--- config.mk ---
export PLATFORM = sky130hd
export DESIGN_NAME = lpm_req_arbiter
export DESIGN_NICKNAME = d
export VERILOG_FILES = /design/src/rtl/lpm_arb_pkg.sv /design/src/rtl/lpm_req_slot.sv /design/src/rtl/lpm_req_arbiter.sv
export SDC_FILE = /design/constraint.sdc
export NUM_CORES = 1
export LEC_CHECK = 0
export ABC_CLOCK_PERIOD_IN_PS = 4300
export CORE_AREA = 5 5 361 363
export CTS_CLUSTER_SIZE = 25
export DETAILED_ROUTE_END_ITERATION = 8
export DIE_AREA = 0 0 366 368
export GPL_TIMING_DRIVEN = 0
export PLACE_DENSITY = 0.38
export SLEW_MARGIN = 30
export SYNTH_ARGS = -nofsm -noshare
export SYNTH_HDL_FRONTEND = slang
export SYNTH_HIERARCHICAL = 1
export SYNTH_SLANG_ARGS = --single-unit
--- constraint.sdc ---
create_clock -name CLK -period 4.3 [get_ports CLK]
set_clock_uncertainty 0.05 [all_clocks]
set_input_delay 0.645 -clock CLK [delete_from_list [all_inputs] [get_ports CLK]]
set_output_delay 0.645 -clock CLK [all_outputs]
set_load 0.01 [all_outputs]
--- src/rtl/lpm_arb_pkg.sv ---
// Shared types and helpers for the lookup request arbiter.
//   LPM_DATA_W   : default request/response payload width
//   LPM_N_REQ    : default number of clients
//   tag_t        : client id type for the default client count
//   lpm_onehot   : client id -> one-hot strobe (up to 8 clients)
//   lpm_rr_pick  : round-robin search for the first full slot from a pointer
package lpm_arb_pkg;

  localparam int LPM_DATA_W = 128;
  localparam int LPM_N_REQ  = 4;

  typedef logic [$clog2(LPM_N_REQ)-1:0] tag_t;

  function automatic logic [7:0] lpm_onehot(input logic [2:0] idx);
    return 8'b0000_0001 << idx;
  endfunction

  // Returns the first set bit of full scanning ptr, ptr+1, ... mod n.
  // With no bit set the pointer itself comes back; callers gate on |full.
  function automatic logic [2:0] lpm_rr_pick(input logic [7:0] full,
                                             input logic [2:0] ptr,
                                             input int unsigned n);
    logic [2:0]  pick;
    logic        found;
    int unsigned idx;
    pick  = ptr;
    found = 1'b0;
    for (int unsigned k = 0; k < 32'd8; k++) begin
      idx = (32'(ptr) + k) % n;
      if ((k < n) && !found && full[idx[2:0]]) begin
        pick  = idx[2:0];
        found = 1'b1;
      end else begin
        pick  = pick;
      end
    end
    return pick;
  endfunction

endpackage

--- src/rtl/lpm_req_slot.sv ---
// One client's input slot: a single-entry full bit plus payload register,
// and the credit counter of issued-but-unanswered requests.
//   enq_i / enq_data_i : enqueue fire and payload
//   drain_i            : slot word pushed downstream this cycle (issues a credit)
//   dec_i              : response delivered to this client (returns a credit)
//   rdy_o              : slot empty and credits available
//   full_o, data_o     : slot state for the scheduler
//   cnt_zero_o         : no request outstanding (a response now is an error)
module lpm_req_slot #(
  parameter  int DATA_W  = 128,
  parameter  int MAX_OUT = 2,
  localparam int CNT_W   = $clog2(MAX_OUT + 1)
) (
  input  logic              CLK,
  input  logic              RST,
  input  logic              enq_i,
  input  logic [DATA_W-1:0] enq_data_i,
  input  logic              drain_i,
  input  logic              dec_i,
  output logic              rdy_o,
  output logic              full_o,
  output logic              cnt_zero_o,
  output logic [DATA_W-1:0] data_o
);

  logic              full_q, full_d;
  logic [DATA_W-1:0] data_q, data_d;
  logic [CNT_W-1:0]  cnt_q, cnt_d;

  // Next-state for slot occupancy, payload and credit count.
  always_comb begin
    full_d = full_q;
    data_d = data_q;
    cnt_d  = cnt_q;
    // Enqueue is only possible while empty, so it never collides with a drain.
    if (drain_i) begin
      full_d = 1'b0;
    end else if (enq_i) begin
      full_d = 1'b1;
      data_d = enq_data_i;
    end else begin
      full_d = full_q;
    end
    // Issue and response in the same cycle cancel out.
    case ({drain_i, dec_i})
      2'b10:   cnt_d = cnt_q + CNT_W'(1);
      2'b01:   cnt_d = cnt_q - CNT_W'(1);
      default: cnt_d = cnt_q;
    endcase
  end

  // Slot state registers with synchronous reset.
  always_ff @(posedge CLK) begin
    if (RST) begin
      full_q <= 1'b0;
      data_q <= {DATA_W{1'b0}};
      cnt_q  <= {CNT_W{1'b0}};
    end else begin
      full_q <= full_d;
      data_q <= data_d;
      cnt_q  <= cnt_d;
    end
  end

  assign rdy_o      = !full_q && (cnt_q < CNT_W'(MAX_OUT));
  assign full_o     = full_q;
  assign cnt_zero_o = (cnt_q == {CNT_W{1'b0}});
  assign data_o     = data_q;

endmodule

--- src/rtl/lpm_req_arbiter.sv ---
// Shares one downstream request channel among N_REQ lookup clients.
// Full client slots are drained round-robin, each word tagged with its client
// id; tagged responses are steered back to the owning client, and per-client
// credits cap in-flight lookups.
//   req_enq_*  : per-client enqueue (ENA/RDY vectors, packed payloads)
//   out_enq_*  : tagged word {tag, payload} pushed downstream
//   rsp_enq_*  : tagged response from the engine
//   cli_rsp_*  : one-hot delivery strobe and broadcast payload to clients
//   err        : sticky protocol error (bad tag or response without credit)
module lpm_req_arbiter
  import lpm_arb_pkg::*;
#(
  parameter  int N_REQ   = 4,
  parameter  int DATA_W  = LPM_DATA_W,
  parameter  int MAX_OUT = 2,
  localparam int TAG_W   = $clog2(N_REQ)
) (
  input  logic                    CLK,
  input  logic                    RST,
  input  logic [N_REQ-1:0]        req_enq_ena,
  input  logic [N_REQ*DATA_W-1:0] req_enq_v,
  output logic [N_REQ-1:0]        req_enq_rdy,
  output logic                    out_enq_ena,
  output logic [TAG_W+DATA_W-1:0] out_enq_v,
  input  logic                    out_enq_rdy,
  input  logic                    rsp_enq_ena,
  input  logic [DATA_W-1:0]       rsp_enq_v,
  input  logic [TAG_W-1:0]        rsp_enq_tag,
  output logic                    rsp_enq_rdy,
  output logic [N_REQ-1:0]        cli_rsp_ena,
  output logic [DATA_W-1:0]       cli_rsp_v,
  input  logic [N_REQ-1:0]        cli_rsp_rdy,
  output logic                    err
);

  logic [N_REQ-1:0]  full_s;
  logic [N_REQ-1:0]  rdy_s;
  logic [N_REQ-1:0]  zero_s;
  logic [N_REQ-1:0]  dec_s;
  logic [DATA_W-1:0] slot_data_s [N_REQ];
  logic [2:0]        pick_s;
  logic [TAG_W-1:0]  grant_s;
  logic              out_fire_s;
  logic              rsp_fire_s;
  logic [7:0]        tag_oh_s;
  logic [7:0]        deliver_s;
  logic [TAG_W-1:0]  rr_ptr_q, rr_ptr_d;
  logic              err_q, err_d;

  for (genvar i = 0; i < N_REQ; i++) begin : g_slot
    lpm_req_slot #(
      .DATA_W  (DATA_W),
      .MAX_OUT (MAX_OUT)
    ) u_slot (
      .CLK        (CLK),
      .RST        (RST),
      .enq_i      (req_enq_ena[i] & rdy_s[i]),
      .enq_data_i (req_enq_v[i*DATA_W +: DATA_W]),
      .drain_i    (out_fire_s & (grant_s == TAG_W'(i))),
      .dec_i      (dec_s[i]),
      .rdy_o      (rdy_s[i]),
      .full_o     (full_s[i]),
      .cnt_zero_o (zero_s[i]),
      .data_o     (slot_data_s[i])
    );
  end

  // Round-robin grant, downstream push and pointer advance.
  always_comb begin
    pick_s  = lpm_rr_pick(8'(full_s), 3'(rr_ptr_q), N_REQ);
    grant_s = TAG_W'(pick_s);
    // No push in a reset cycle: the slot contents are being discarded.
    out_fire_s = (|full_s) & out_enq_rdy & !RST;
    if (out_fire_s) begin
      rr_ptr_d = (grant_s == TAG_W'(N_REQ - 1)) ? {TAG_W{1'b0}} : grant_s + TAG_W'(1);
    end else begin
      rr_ptr_d = rr_ptr_q;
    end
  end

  // Response steering: deliver only to a client that has a credit outstanding;
  // anything else (zero credit, tag beyond N_REQ) is flagged and dropped.
  always_comb begin
    rsp_fire_s = rsp_enq_ena & rsp_enq_rdy;
    tag_oh_s   = lpm_onehot(3'(rsp_enq_tag));
    if (rsp_fire_s) begin
      deliver_s = tag_oh_s & 8'(~zero_s);
    end else begin
      deliver_s = 8'b0000_0000;
    end
    dec_s = N_REQ'(deliver_s);
    if (rsp_fire_s && (dec_s == {N_REQ{1'b0}})) begin
      err_d = 1'b1;
    end else begin
      err_d = err_q;
    end
  end

  // Scheduler pointer and sticky error flag.
  always_ff @(posedge CLK) begin
    if (RST) begin
      rr_ptr_q <= {TAG_W{1'b0}};
      err_q    <= 1'b0;
    end else begin
      rr_ptr_q <= rr_ptr_d;
      err_q    <= err_d;
    end
  end

  assign req_enq_rdy = rdy_s;
  assign out_enq_ena = out_fire_s;
  assign out_enq_v   = {grant_s, slot_data_s[grant_s]};
  assign rsp_enq_rdy = &cli_rsp_rdy;
  assign cli_rsp_ena = dec_s;
  assign cli_rsp_v   = rsp_enq_v;
  assign err         = err_q;

endmodule
==> results of run 1 <==
metrics by stage:
| stage | util | worst slack, ns |
|---|---|---|
| finish | 0.278 | 0.132 |
| CTS | 0.278 | 0.00227 |
| detailed placement | 0.260 | 0.280 |
| floorplan | - | 1.78 |
| global placement | 0.260 | 0.283 |
| global route | 0.278 | 0.000161 |
worst max-delay path by stage:
stage	slack (ns)	startpoint	cells after the start	endpoint
floorplan	1.78	cli_rsp_rdy[2]	6	g_slot[1].u_slot/cnt_q[1]
global placement	0.28	g_slot[2].u_slot/full_o	8	out_enq_v[9]
detailed placement	0.28	g_slot[2].u_slot/full_o	8	out_enq_v[9]
CTS	0.002	g_slot[2].u_slot/full_o	8	out_enq_v[82]
global route	0.0002	g_slot[2].u_slot/full_o	8	out_enq_v[78]
finish	0.13	g_slot[2].u_slot/full_o	8	out_enq_v[77]
cells by family (layout without fill, tap and decap cells):
kind of cell    count (synthesis)  in the layout  synth area share
mux                           129            129             0.127
other cells                     0             29                 0
flops                         527            527             0.461
compound gates                540            540             0.120
buf+inv                       342           1255             0.103
xor+xnor                        8              8           0.00306
simple gates                 1090           1090             0.184
fa+ha+maj                       4              4           0.00219
cell type report:
type | count | area, um2
well taps | 1662 | 2080
diodes | 29 | 72.6
inverters | 10 | 37.5
repair buffers | 794 | 7960
flip-flops and latches | 527 | 10600
clock buffers | 101 | 2070
fillers | 13800 | 91400
multi-input cells | 1771 | 9970
plain buffers | 332 | 2360
clock inverters | 18 | 169
routing by layer:
layer	share of wire	global-route usage
met5	0.0020	0
met4	0.025	0.0498
met3	0.085	0.0705
met2	0.47	0.303
met1	0.42	0.226
worst max-delay path, stage by stage, from the launching register on:
cell and delay, ns:
dfxtp_1 0.39, buf_2 0.24, nor2b_1 0.25, o21ai_1 0.11, nand3_1 0.20, buf_12 0.26, buf_12 0.23, mux4_2 0.54
clkdlybuf4s50_1 0.60
placed cells by master, fill, tap and decap left out, types with 7 or more instances in the layout:
master	Yosys	routed
a21oi_1	518	518
clkbuf_16	0	70
buf_2	86	80
dfxtp_1	527	527
mux4_2	129	129
clkdlybuf4s50_1	0	787
clkinv_2	0	8
o21ai_0	7	7
buf_6	55	52
diode_2	0	29
clkbuf_8	0	20
nor2_1	20	20
buf_4	148	153
inv_1	10	10
nand2_1	1029	1029
clkbuf_1	42	53
power groups by stage:
stage | registers [uW] | logic (uW) | clock network (uW)
floorplan | 5480 | 2060 | 0
global placement | 5560 | 4200 | 0
detailed placement | 5570 | 4200 | 0
CTS | 5460 | 4230 | 5980
global route | 5500 | 4440 | 6160
finish | 5460 | 4130 | 5760
state kept, by name, indices dropped and copies added (netlist names):
register and flops:
g_slot.u_slot/data_o 512, g_slot.u_slot/cnt_q 8, g_slot.u_slot/full_o 4, rr_ptr_q 2, err 1
repair_timing:
action / in CTS / in global routing
cloned: 0 / 0
gates resized for setup: 11 / 9
setup buffers: 0 / 0
endpoints found under the setup margin: 100 / 14
==> metrics.csv, run 1 <==
stage,metric,value,unit
power,seqPwrFrac,0.356,
yosys,yosysWarnings,6,
hold_path,worstHoldEndpoint,g_slot[3].u_slot/data_o[52],
timing,rsz0062_at_grt,false,
floorplan,core_area,127000,um2
route,antenna_left,0,
run_status,outcome,completed,
route,num_vias,21800,
finish,drive_gt1_frac,0.149,
placement,dp.cells,5096,
hold_path,hold_start,g_slot[3].u_slot/data_o[52],
clock_tree,clk_latency,0.61,ns
yosys,syn_inst,2640,
finish,instances_no_fill,5244,
yosys,yosys_most_used_dff,dfxtp_1,
route,drt_wl_total,130,mm
yosys,syn-num-nets,3298,
finish,area_growth,54.2,%
worst_setup_path,r2r_slack,1.00,ns
worst_setup_path,reg2regPathDepth,11,
timing,setup_violations,0,
clock_tree,cts-htree-levels,3,
finish,fin_nets,4162,
worst_setup_path,r2r_end,g_slot[3].u_slot/data_o[48],
power,powerDensity,435,nW/um2
route,dr.pass1.iters,5,
floorplan,initial_core_util,0.181,
floorplan,row_count,131,
clock_tree,cts_tree,done,
yosys,synthTopCellsByCount,"nand2_1 (1029), dfxtp_1 (527), a21oi_1 (518)",
grt,track_usage,0.184,
power,peakVddDrop,0.000226,V
clock_tree,numClockSinks,527,
yosys,avgSynthCellArea,8.67,um2
route,avgRoutedWirePerCell,24.7,um
yosys,synth-edff-count,0,
floorplan,die-area,135000,um2
yosys,synth_cell_types,41,
power,p_leak,0.0131,uW
placement,place_area,32900,um2
timing,holdWs,0.400,ns
worst_setup_path,required,3.61,ns
clock_tree,hold_buffers,0,
timing,relSlewSlack,0.361,
worst_setup_path,crit_fanout,10,
worst_setup_path,critical_path_class,reg -> out,
clock_tree,clockBufferDepth,3,
grt,grt.overflow.total,0,
yosys,synth_area_leaders,"dfxtp_1 (46%), nand2_1 (17%), mux4_2 (13%)",
timing,clock.fmax,240,MHz
placement,hpwl,101,mm
power,internal_power,10600,uW
worst_setup_path,cp.arrival,3.47,ns
yosys,ys_seq_area_frac,0.461,
route,drc_errors,0,
grt,antenna_found_initial,59,
yosys,yosys_register_bits,527,
timing,period_share,0.969,
yosys,syn-cell-area,22900,um2
timing,hold_violations,0,
yosys,synth.largest_area_cell,dfxtp_1,
clock_tree,clock-root-buffer,clkbuf_16,
floorplan,die_h,368,um
power,clkPwrFrac,0.375,
placement,portBuffers,794,
power,comb_power_share,0.269,
clock_tree,cts_buffers,68,
worst_setup_path,rr_startpoint,g_slot[2].u_slot/full_o,
timing,tns,0,ns
route,via_per_inst,4.15,
grt,grt_pass1_wl,176,mm
worst_setup_path,startpoint_type,flop,
power,power,15400,uW
run,maxCapViolations,0,
hold_path,min_path_cells,2,
yosys,synth_top_cell_area_share,0.461,
grt,grt_pass1_vias,22500,
hold_path,worstHoldPathType,reg -> reg,
finish,final_area,35300,um2
yosys,synth.most_common_cell,nand2_1,
route,drt_iter0_drc,1154,
grt,grt_max_degree,13,
power,swShare,0.307,
power,p_switching,4710,uW
floorplan,die_w,366,um
floorplan,ios,923,
yosys,async_flop_share,0,
clock_tree,clkSlewWorstSetupHoldPaths,0.06,ns
timing,fin_crit,4.17,ns
placement,gp_congestion,0.824,
timing,slew_violations,0,
worst_setup_path,cp-end-kind,output pin,
timing,worst_pin_slew,0.958,ns
Power figures use the tool's default switching activity.
==> inputs of run 2 (changes only) <==
- ABC_AREA: unset -> 1
- PLACE_DENSITY: 0.38 -> 0.4
==> metrics.csv, run 2 <==
stage,metric,value,unit
grt,grt_pass1_vias,26400,
floorplan,die-area,135000,um2
route,via_per_inst,4.17,
grt,grt_max_degree,12,
finish,largest_register_ffs,512,
floorplan,initial_core_util,0.200,
floorplan,core_area,127000,um2
floorplan,die_h,368,um
timing,relSlewSlack,0.387,
timing,fin_ws,0.227,ns
timing,fin_crit,4.07,ns
placement,dp_worst_setup_slack,0.388,ns
clock_tree,cts_tree,done,
worst_setup_path,critical_path_class,reg -> out,
power,powerDensity,668,nW/um2
clock_tree,clock-root-buffer,clkbuf_16,
yosys,syn-num-nets,4466,
grt,grt.overflow.total,0,
clock_tree,clockBufferDepth,3,
grt,grt_pass1_wl,192,mm
finish,fill_cells,14200,
grt,track_usage,0.195,
power,peakVddDrop,0.000293,V
yosys,synth_top_family_by_area,simple AND/OR/NAND/NOR gates,
route,drt_wl_total,138,mm
route,antenna_left,0,
clock_tree,cts-htree-levels,3,
yosys,synth-edff-count,0,
route,num_vias,26800,
yosys,syn-cell-area,25300,um2
yosys,synth_cell_types,27,
floorplan,die_w,366,um
clock_tree,clk_latency,0.63,ns
yosys,synthMuxAreaShare,0,
yosys,synth_area_leaders,"dfxtp_1 (42%), nand2_1 (18%), nor2_1 (16%)",
route,dr.pass1.iters,7,
yosys,synth_compound_area_frac,0.103,
clock_tree,cts_buffers,70,
worst_setup_path,required,3.61,ns
worst_setup_path,startpoint_type,flop,
worst_setup_path,cp-end-kind,output pin,
placement,portBuffers,794,
yosys,synthTopCellsByCount,"nand2_1 (1222), nor2_1 (1062), dfxtp_1 (527)",
yosys,yosysWarnings,6,
worst_setup_path,crit_fanout,10,
route,drt_iter0_drc,1399,
yosys,synth.largest_area_cell,dfxtp_1,
worst_setup_path,critPathMaxStageDelay,0.57,ns
hold_path,worstHoldPathType,reg -> reg,
finish,final_cell_mix,"nand2_1 (1221), nor2_1 (1062), clkdlybuf4s50_1 (751)",
yosys,yosys_most_used_dff,dfxtp_1,
worst_setup_path,cp_cell_sequence,inv_2 -> buf_4 -> nand2_1 -> nand2_1 -> nand2_1 -> nand2_1 -> nand2_1 -> nand2_1 -> nand3_1 -> nand3_1 -> nand2_4 -> buf_12 -> buf_6 -> nand2_1 -> nand2_1 -> clkdlybuf4s50_1,
placement,hpwl,107,mm
run_status,outcome,completed,
timing,worst_pin_slew,0.920,ns
timing,rsz0062_at_grt,true,
yosys,synthAdderAreaFrac,0.00198,
yosys,synth-xor-area-share,0,
worst_setup_path,worst_path_most_repeated_cell,nand2_1,
finish,fin_nets,5339,
worst_setup_path,slowest_stage,clkdlybuf4s50_1,
grt,antenna_found_initial,52,
finish,area_growth,50.6,%
route,drc_errors,0,
yosys,synth_top_cell_area_share,0.417,
yosys,yosys_register_bits,527,
yosys,async_flop_share,0,
timing,period_share,0.947,
power,power,25500,uW
timing,clock.fmax,246,MHz
yosys,avgSynthCellArea,6.65,um2
clock_tree,numClockSinks,527,
finish,drive_gt1_frac,0.111,
yosys,ys_seq_area_frac,0.417,
power,p_leak,0.0174,uW
clock_tree,clkSlewWorstSetupHoldPaths,0.05,ns
placement,gp_congestion,0.817,
floorplan,row_count,131,
clock_tree,hold_buffers,0,
yosys,synth.most_common_cell,nand2_1,
finish,layout_commonest_cell,nand2_1,
yosys,synth_simple_gate_area_frac,0.350,
timing,slew_violations,0,
worst_setup_path,cp.arrival,3.38,ns
timing,hold_violations,0,
run,maxCapViolations,0,
timing,setup_violations,0,
route,avgRoutedWirePerCell,21.5,um
floorplan,ios,923,
yosys,syn_inst,3808,
-- run 2: cell types whose count changed in the layout (fill, tap and decap cells not counted), sizes merged, moves of 9 or more --
cell,change
a21oi,-514
nor2,+1043
o21ai,+507
clkdlybuf4s50,-36
dlymetal6s2s,+31
mux4,-129
nand3,+9
clkbuf,-17
nand2,+208
inv,+37
buf,+79
-- run 2: path summary, 6_finish.rpt --
kind                            slack (ns)  cells past startpoint                     endpoint   startpoint
worst max-delay path                  0.23                     16                out_enq_v[42]  rr_ptr_q[0]
worst min-delay path                  0.43                      2                          err          err
worst max register to register        1.12                     19  g_slot[0].u_slot/data_o[15]  rr_ptr_q[0]
worst min register to register        0.43                      2                          err          err
-- run 2: timing repair --
action                                  CTS  global route
pin swaps                                 0             2
endpoints found under the setup margin  118           119
setup buffers                             0             5
resized for setup                        28            83
cloned                                    0             2
-- run 2: logic make-up (layout without fill, tap and decap cells) --
group	after synthesis	in the layout
AND/OR/NAND/NOR	2327	2327
flip-flops	527	527
AO/OA/AOI/OAI	522	522
buffers and inverters	428	1352
adder cells (fa/ha/maj)	4	4
other	0	26
-- run 2: stage by stage --
stage,utilization,area [um2],hold slack (ns),std cells,TNS [ns]
5_1_grt,0.301,38100,0.446,6408,-0.0641
2_1_floorplan,-,25300,0.404,3808,0
3_3_place_gp,0.279,35300,0.412,6264,0
3_5_place_dp,0.279,35300,0.418,6264,0
6_report,0.301,38100,0.425,6420,0
4_1_cts,0.298,37700,0.433,6387,0
-- run 2: worst max-delay path, delay by kind of cell, from the launching register on --
family | cells | cell delay (ns)
AND/OR/NAND/NOR | 11 | 1.14
buffers and inverters | 5 | 1.21
flip-flops | 1 | 0.36
-- run 2: routing by layer --
metal,routed length (um),share of wire,up-vias,track usage
met4,2590,0.019,24,0.0484
met5,172,0.0012,-,0
met3,7690,0.056,159,0.0413
li1,-,-,13500,-
met2,69300,0.50,784,0.353
met1,58200,0.42,12300,0.235
-- run 2: report_power, final --
part / switching (uW) / total [uW] / internal (uW)
clock network: 2450 / 5990 / 3540
logic: 8010 / 13300 / 5300
registers: 441 / 6180 / 5740
-- run 2: area by class of cell --
class | count | area (um2) | area share
clock inverter | 18 | 239 | 0.00627
sequential | 527 | 10600 | 0.277
inverter | 45 | 174 | 0.00456
clock buffer | 105 | 2080 | 0.0546
multi-input combinational | 2853 | 11500 | 0.303
tap | 1662 | 2080 | 0.0545
timing repair buffer | 801 | 8140 | 0.214
antenna | 26 | 65.1 | 0.00171
buffer | 383 | 3250 | 0.0853
